## src/rtl/corelet_ctrl_pkg.sv

```systemverilog
// Shared definitions for the corelet tile controller: state encoding and mac_array instructions.
package corelet_ctrl_pkg;

    typedef enum logic [2:0] {
        ST_IDLE    = 3'd0,
        ST_WFILL   = 3'd1,
        ST_WLOAD   = 3'd2,
        ST_WSETTLE = 3'd3,
        ST_AFILL   = 3'd4,
        ST_EXEC    = 3'd5,
        ST_DRAIN   = 3'd6,
        ST_DONE    = 3'd7
    } state_t;

    localparam logic [1:0] INST_IDLE = 2'b00;
    localparam logic [1:0] INST_LOAD = 2'b01;
    localparam logic [1:0] INST_EXEC = 2'b10;

endpackage

```

## src/rtl/corelet_ctrl_pump.sv

```systemverilog
// sram_to_l0_pump: streams a block of xmem words into L0, one read per cycle,
// writing each word into L0 one cycle after its read (1-cycle SRAM latency).
// A read is withheld while L0 reports full; an already issued read still lands.
module sram_to_l0_pump #(
    parameter int unsigned addr_w = 11,
    parameter int unsigned len_w  = 7
) (
    input  logic              clk,
    input  logic              reset,
    input  logic              i_start,
    input  logic [addr_w-1:0] i_base,
    input  logic [len_w-1:0]  i_count,
    input  logic              i_l0_full,
    output logic              o_xmem_cen,
    output logic [addr_w-1:0] o_xmem_addr,
    output logic              o_l0_wr,
    output logic              o_done
);

    logic              r_active;
    logic [addr_w-1:0] r_addr;
    logic [len_w-1:0]  r_left;
    logic              r_l0_wr;
    logic              w_issue;

    // A read goes out only while words remain and L0 has room.
    assign w_issue     = r_active && (r_left != '0) && !i_l0_full;
    // Finished when every read is out and the final L0 write is happening now.
    assign o_done      = r_active && (r_left == '0) && r_l0_wr;
    assign o_xmem_cen  = !w_issue;
    assign o_xmem_addr = r_addr;
    assign o_l0_wr     = r_l0_wr;

    // Address/remaining counters and the read-to-write delay stage.
    always_ff @(posedge clk) begin
        if (reset) begin
            r_active <= 1'b0;
            r_addr   <= '0;
            r_left   <= '0;
            r_l0_wr  <= 1'b0;
        end else begin
            r_l0_wr <= w_issue;
            if (i_start) begin
                r_active <= 1'b1;
                r_addr   <= i_base;
                r_left   <= i_count;
            end else begin
                if (w_issue) begin
                    r_addr <= r_addr + addr_w'(1);
                    r_left <= r_left - len_w'(1);
                end
                if (o_done) begin
                    r_active <= 1'b0;
                end
            end
        end
    end

endmodule

```

## src/rtl/corelet_ctrl.sv

```systemverilog
// corelet_ctrl: sequences one tile -- weight fill, kernel load, settle,
// activation fill, execute, and psum drain from OFIFO into pmem.
module corelet_ctrl
    import corelet_ctrl_pkg::*;
#(
    parameter int unsigned row    = 8,
    parameter int unsigned col    = 8,
    parameter int unsigned addr_w = 11,
    parameter int unsigned len_w  = 7
) (
    input  logic              clk,
    input  logic              reset,
    input  logic              start,
    input  logic [len_w-1:0]  len,
    input  logic [addr_w-1:0] w_base,
    input  logic [addr_w-1:0] a_base,
    input  logic [addr_w-1:0] p_base,
    output logic              xmem_cen,
    output logic [addr_w-1:0] xmem_addr,
    output logic              l0_wr,
    output logic              l0_rd,
    input  logic              l0_full,
    output logic [1:0]        inst,
    output logic              ofifo_rd,
    input  logic              ofifo_valid,
    output logic              pmem_cen,
    output logic              pmem_wen,
    output logic [addr_w-1:0] pmem_addr,
    output logic              busy,
    output logic              done
);

    state_t            r_state;
    state_t            w_state_nxt;
    logic [len_w-1:0]  r_len;
    logic [addr_w-1:0] r_a_base;
    logic [addr_w-1:0] r_p_base;
    logic [len_w-1:0]  r_cnt;
    logic [len_w-1:0]  r_pop;

    logic              w_pump_start;
    logic [addr_w-1:0] w_pump_base;
    logic [len_w-1:0]  w_pump_count;
    logic              w_pump_done;
    logic              w_pump_cen;
    logic [addr_w-1:0] w_pump_addr;
    logic              w_pump_wr;
    logic              w_pop;

    sram_to_l0_pump #(
        .addr_w (addr_w),
        .len_w  (len_w)
    ) u_pump (
        .clk         (clk),
        .reset       (reset),
        .i_start     (w_pump_start),
        .i_base      (w_pump_base),
        .i_count     (w_pump_count),
        .i_l0_full   (l0_full),
        .o_xmem_cen  (w_pump_cen),
        .o_xmem_addr (w_pump_addr),
        .o_l0_wr     (w_pump_wr),
        .o_done      (w_pump_done)
    );

    // State register.
    always_ff @(posedge clk) begin
        if (reset) begin
            r_state <= ST_IDLE;
        end else begin
            r_state <= w_state_nxt;
        end
    end

    // Next state, pump launch and per-state strobes.
    always_comb begin
        w_state_nxt  = r_state;
        w_pump_start = 1'b0;
        w_pump_base  = w_base;
        w_pump_count = len_w'(row);
        l0_rd        = 1'b0;
        inst         = INST_IDLE;
        w_pop        = 1'b0;
        case (r_state)
            ST_IDLE: begin
                if (start && (len != '0)) begin
                    w_state_nxt  = ST_WFILL;
                    w_pump_start = 1'b1;
                end
            end
            ST_WFILL: begin
                if (w_pump_done) begin
                    w_state_nxt = ST_WLOAD;
                end
            end
            ST_WLOAD: begin
                l0_rd = 1'b1;
                inst  = INST_LOAD;
                if (r_cnt == len_w'(row - 1)) begin
                    w_state_nxt = ST_WSETTLE;
                end
            end
            ST_WSETTLE: begin
                if (r_cnt == len_w'(row + col - 1)) begin
                    w_state_nxt  = ST_AFILL;
                    w_pump_start = 1'b1;
                    w_pump_base  = r_a_base;
                    w_pump_count = r_len;
                end
            end
            ST_AFILL: begin
                if (w_pump_done) begin
                    w_state_nxt = ST_EXEC;
                end
            end
            ST_EXEC: begin
                l0_rd = 1'b1;
                inst  = INST_EXEC;
                w_pop = ofifo_valid && (r_pop != r_len);
                if (r_cnt == (r_len - len_w'(1))) begin
                    w_state_nxt = ST_DRAIN;
                end
            end
            ST_DRAIN: begin
                w_pop = ofifo_valid && (r_pop != r_len);
                if ((r_pop + len_w'(w_pop)) == r_len) begin
                    w_state_nxt = ST_DONE;
                end
            end
            ST_DONE: begin
                w_state_nxt = ST_IDLE;
            end
            default: begin
                w_state_nxt = ST_IDLE;
            end
        endcase
    end

    // Tile parameters captured on start, phase cycle counter and pop counter.
    always_ff @(posedge clk) begin
        if (reset) begin
            r_len    <= '0;
            r_a_base <= '0;
            r_p_base <= '0;
            r_cnt    <= '0;
            r_pop    <= '0;
        end else begin
            if ((r_state == ST_IDLE) && (w_state_nxt == ST_WFILL)) begin
                r_len    <= len;
                r_a_base <= a_base;
                r_p_base <= p_base;
                r_pop    <= '0;
            end else if (w_pop) begin
                r_pop <= r_pop + len_w'(1);
            end
            if (w_state_nxt != r_state) begin
                r_cnt <= '0;
            end else begin
                r_cnt <= r_cnt + len_w'(1);
            end
        end
    end

    // OFIFO pops write straight through to pmem in the same cycle.
    assign xmem_cen  = w_pump_cen;
    assign xmem_addr = w_pump_addr;
    assign l0_wr     = w_pump_wr;
    assign ofifo_rd  = w_pop;
    assign pmem_cen  = !w_pop;
    assign pmem_wen  = !w_pop;
    assign pmem_addr = r_p_base + addr_w'(r_pop);
    assign busy      = (r_state != ST_IDLE);
    assign done      = (r_state == ST_DONE);

endmodule
```

## config.mk

```make
export PLATFORM = sky130hd
export DESIGN_NAME = corelet_ctrl
export DESIGN_NICKNAME = d
export VERILOG_FILES = /design/src/rtl/corelet_ctrl_pkg.sv /design/src/rtl/corelet_ctrl_pump.sv /design/src/rtl/corelet_ctrl.sv
export SDC_FILE = /design/constraint.sdc
export NUM_CORES = 1
export LEC_CHECK = 0
export CAP_MARGIN = 20
export CORE_MARGIN = 5
export CORE_UTILIZATION = 30
export CTS_CLUSTER_DIAMETER = 30
export DETAILED_ROUTE_END_ITERATION = 8
export PLACE_DENSITY = 0.48
export SLEW_MARGIN = 10
export SYNTH_ARGS = -nofsm -noshare
export SYNTH_HDL_FRONTEND = slang
export SYNTH_SLANG_ARGS = --single-unit
```

## constraint.sdc

```tcl
create_clock -name clk -period 3.3 [get_ports clk]
set_input_delay 0.99 -clock clk [delete_from_list [all_inputs] [get_ports clk]]
set_output_delay 0.99 -clock clk [all_outputs]
set_load 0.05 [all_outputs]
```

==> out/qor.txt <==
TIMING
-----------------------------------------------------------------------------------------
Worst clock skew on the final layout                                           0.00759 ns
Unrepaired setup endpoints after global routing                                       yes
Final TNS setup                                                                 -0.108 ns
Slew at the pin closest to its max-slew limit                                    0.654 ns
Worst slew margin relative to its limit                                             56.1%
Final number of hold-violating endpoints                                                0
Slack of the critical path                                                     -0.0588 ns
Final setup vio count                                                                   2
Final period util                                                                    102%
Time the worst path needs with I/O delays and setup                               3.36 ns
Maximum frequency from static timing analysis                                     298 MHz
Count of pins over their slew limit                                                     0

SETUP PATH
-----------------------------------------------------------------------------------------
Data required time at the worst endpoint                                          2.31 ns
Reg2reg start                                                                    r_pop[4]
R2R Setup Slk                                                                     0.21 ns
CP Class                                                                     flop to output port
Register-to-Register Path Depth                                                        11
Launching element type of the critical path                                          flop
Kind of end point of the critical path                                        output port
Reg-to-reg critical path endpoint                                                r_cnt[5]
Maximum net fanout on the critical path                                                 3
Data arrival time at the worst-slack endpoint                                     2.37 ns

DIE
-----------------------------------------------------------------------------------------
Die boundary width                                                                 124 um
Die outline height                                                                 124 um
Core footprint                                                                 0.0127 mm2
Full die area                                                                  0.0154 mm2
Initial core utilization                                                            30.7%
Number of primary I/O pins                                                             77
Number of rows in the core area                                                        41

GLOBAL ROUTING
-----------------------------------------------------------------------------------------
Initial antenna violation count                                                         0
Number of global-route vias before repair                                            3811
Global routing usage summed across all routing layers                               16.3%
Largest net degree at the start of global routing                                      31
Overall overflow remaining after global route                                           0
Global-route wire length before repair                                           19400 um

DRT
-----------------------------------------------------------------------------------------
Routed vias/inst                                                                     4.92
DRT Pass-1 Iters                                                                        4
Routed wire per std cell                                                          15.4 um
Post-detailed-route DRC marker count                                                    0
Number of DRC markers in iteration 0                                                  142
Wirelength, routed                                                               11700 um
Count of vias placed by the detailed router                                          3748
Number of nets still failing antenna checks after routing                               0

CLOCK NETWORK
-----------------------------------------------------------------------------------------
Clock root buffer                                                            sky130_fd_sc_hd__clkbuf_16
Clock buffer count from CTS                                                             9
Largest buffer count on any clock path                                                  2
CTS clk-pin slew, worst paths                                                     0.05 ns
Skew-Pair Late Insertion Delay                                                    0.33 ns
H-Tree Depth                                                                            3
Sink Count                                                                             66
Hold buffers post-CTS                                                                   0
Clock tree from TritonCTS                                                           built

PLACEMENT
-----------------------------------------------------------------------------------------
Half-perimeter wire length after detailed placement                               8770 um
Quantity of I/O buffers inserted on ports                                              76
Placed cells                                                                          744
Worst slack at placement                                                        -0.245 ns
Final weighted congestion in routability-driven placement                           0.828

POWER
-----------------------------------------------------------------------------------------
Internal power component                                                          1.67 mW
Cell area power density                                                        421 mW/mm2
Sequential cell fraction of total power                                             38.4%
Share of power burned in the clock network                                          41.7%
Sw power                                                                         0.634 mW
Worst voltage drop across the vdd grid                                         0.000254 V
Static leakage                                                                    2.11 nW
Share of power burned in combinational logic                                        20.0%
Switching Share                                                                     27.5%

SYNTH
-----------------------------------------------------------------------------------------
Synthesized netlist net count                                                         549
Number of different library cells in the post-synthesis netlist                        71
Total of flip-flops plus latches after synthesis                                       66
Synth Warn #                                                                            0
Prevailing post-synth register cell                                          sky130_fd_sc_hd__dfxtp_1
Proportion of register bits with asynchronous set or reset after synthesis             0%
Number of enable flip-flop cells after synthesis                                        0
Sequential share of the synthesized area                                            33.8%
Average footprint of a synthesized cell                                          8.00 um2
Netlist area before placement                                                 0.00391 mm2
Post-synthesis cell count                                                             489

LAYOUT
-----------------------------------------------------------------------------------------
Fraction of layout cells with a size suffix above 1                                 18.5%
Number of nets in the finished design                                                 645
Highest-count cells in the layout ignoring fill and taps                     sky130_fd_sc_hd__nand2_1, sky130_fd_sc_hd__dfxtp_1, sky130_fd_sc_hd__clkdlybuf4s50_1, sky130_fd_sc_hd__a21oi_1, sky130_fd_sc_hd__buf_4
Area growth, synth to finish                                                        40.3%
Non-filler cells, final                                                               762
Number of inserted diodes                                                               0
Most frequent standard cell in the layout excluding fill and tap cells       sky130_fd_sc_hd__nand2_1

MIN PATH
-----------------------------------------------------------------------------------------
Hold Crit Class                                                              flop to flop
Endpoint of the worst hold path                                               r_p_base[6]
Startpoint of the tightest hold check path                                    r_p_base[6]
Worst hold path stage count                                                             2

OUTCOME
-----------------------------------------------------------------------------------------
Violations in the final reports                                              negative setup slack
Status                                                                       finished with violations

JOB
-----------------------------------------------------------------------------------------
Max-cap check violation count                                                           0

how the worst max path moves through the flow:
stage | startpoint | endpoint | slack [ns] | cells past startpoint
2_1_floorplan | r_pop[0] | pmem_addr[10] | -0.06 | 9
3_3_place_gp | ofifo_valid | r_cnt[4] | -0.19 | 10
3_5_place_dp | ofifo_valid | r_cnt[4] | -0.24 | 10
4_1_cts | r_p_base[0] | pmem_addr[10] | -0.07 | 11
5_1_grt | r_p_base[0] | pmem_addr[8] | -0.20 | 11
6_report | r_p_base[0] | pmem_addr[8] | -0.06 | 11
sequential cells by signal, summed over array words and instances (netlist names), 3 cells and up:
signal and flops:
r_a_base 11, r_cnt 7, r_len 7, r_p_base 11, r_pop 7, r_state 3, u_pump.o_xmem_addr 11, u_pump.r_left 7
per-stage QoR:
step                      area [um2]  power [mW]  util (%)  hold slack [ns]
after floorplan                 3950        1.18         -            0.436
after global placement          5080        1.36      39.9            0.449
after detailed placement        5080        1.36      39.9            0.452
after CTS                       5440        2.35      42.8            0.461
after global routing            5490        2.42      43.1            0.483
final                           5490        2.31      43.1            0.459
area by class of cell:
cell class,instances,area [um2]
Fill cell,1335,7240
Multi-Input combinational cell,377,2480
Sequential cell,66,1330
Timing Repair Buffer,114,1100
Clock buffer,14,264
Tap cell,172,215
Inverter,17,65.1
Clock inverter,2,35.0
critical path: stages, from the launching register on:
cell and delay (ns):
sky130_fd_sc_hd__dfxtp_2 0.34, sky130_fd_sc_hd__ha_4 0.14, sky130_fd_sc_hd__inv_2 0.03, sky130_fd_sc_hd__fa_2 0.35
sky130_fd_sc_hd__nor2b_2 0.14, sky130_fd_sc_hd__o21ai_2 0.08, sky130_fd_sc_hd__a21boi_2 0.19, sky130_fd_sc_hd__o21ai_2 0.10
sky130_fd_sc_hd__a211oi_2 0.19, sky130_fd_sc_hd__buf_4 0.17, sky130_fd_sc_hd__xor2_4 0.15, sky130_fd_sc_hd__buf_12 0.15
power groups by stage:
stage               Sequential (mW)  Combinational (mW)  Clock (mW)
global route                  0.893               0.503        1.03
global placement              0.901               0.457           0
CTS                           0.886               0.466       0.996
detailed placement            0.901               0.460           0
floorplan                     0.931               0.245           0
finish                        0.886               0.461       0.961
cell usage after synthesis (all sizes together) (2+ instances only):
cell	instances	area, um2
nand2	77	292
nor3	15	86.3
o31ai	3	22.5
nor3b	2	15.0
dfxtp	66	1320
o211ai	3	41.3
nand3	12	60.1
a2111oi	2	23.8
clkbuf	15	78.8
o21ai	20	100
or4	3	26.3
nand2b	6	37.5
nand4	3	18.8
ha	14	175
o21a	3	22.5
or3	5	36.3
o311a	2	20.0
nor2b	4	25.0
and3	8	52.6
a32oi	2	17.5
nor4b	2	17.5
nor2	38	148
inv	16	60.1
a22oi	5	37.5
nor4	5	31.3
xor2	16	140
a21o	3	22.5
buf	14	85.1
o22ai	8	50.1
nand3b	2	15.0
o221ai	3	26.3
xnor2	30	263
o21bai	4	30.0
a211oi	3	22.5
a21oi	50	250
a31oi	4	25.0
what timing repair did:
item                       CTS  global route
gates resized for setup     17            11
buffers inserted             1             1
pin swaps                   11            13
setup endpoints to repair    5            12
per-layer routing:
metal  wire length (um)  global-route usage (%)
met1               5560                    21.2
met5                  0                       0
met3                487                    3.59
met4                223                    6.57
met2               5450                    26.3
kinds of logic (layout without fill, tap and decap cells):
kind of cell / after synthesis / count (layout) / synth area share (%)
DFF: 66 / 66 / 33.8
AOI/OAI and AO/OA: 125 / 125 / 20.6
and+or+nand+nor: 189 / 189 / 23.6
muxes: 1 / 1 / 0.288
adders and majority gates: 15 / 15 / 4.99
buffers and inverters: 46 / 147 / 5.86
xor gates and xnor gates: 47 / 47 / 10.9
Power figures use the tool's default switching activity.
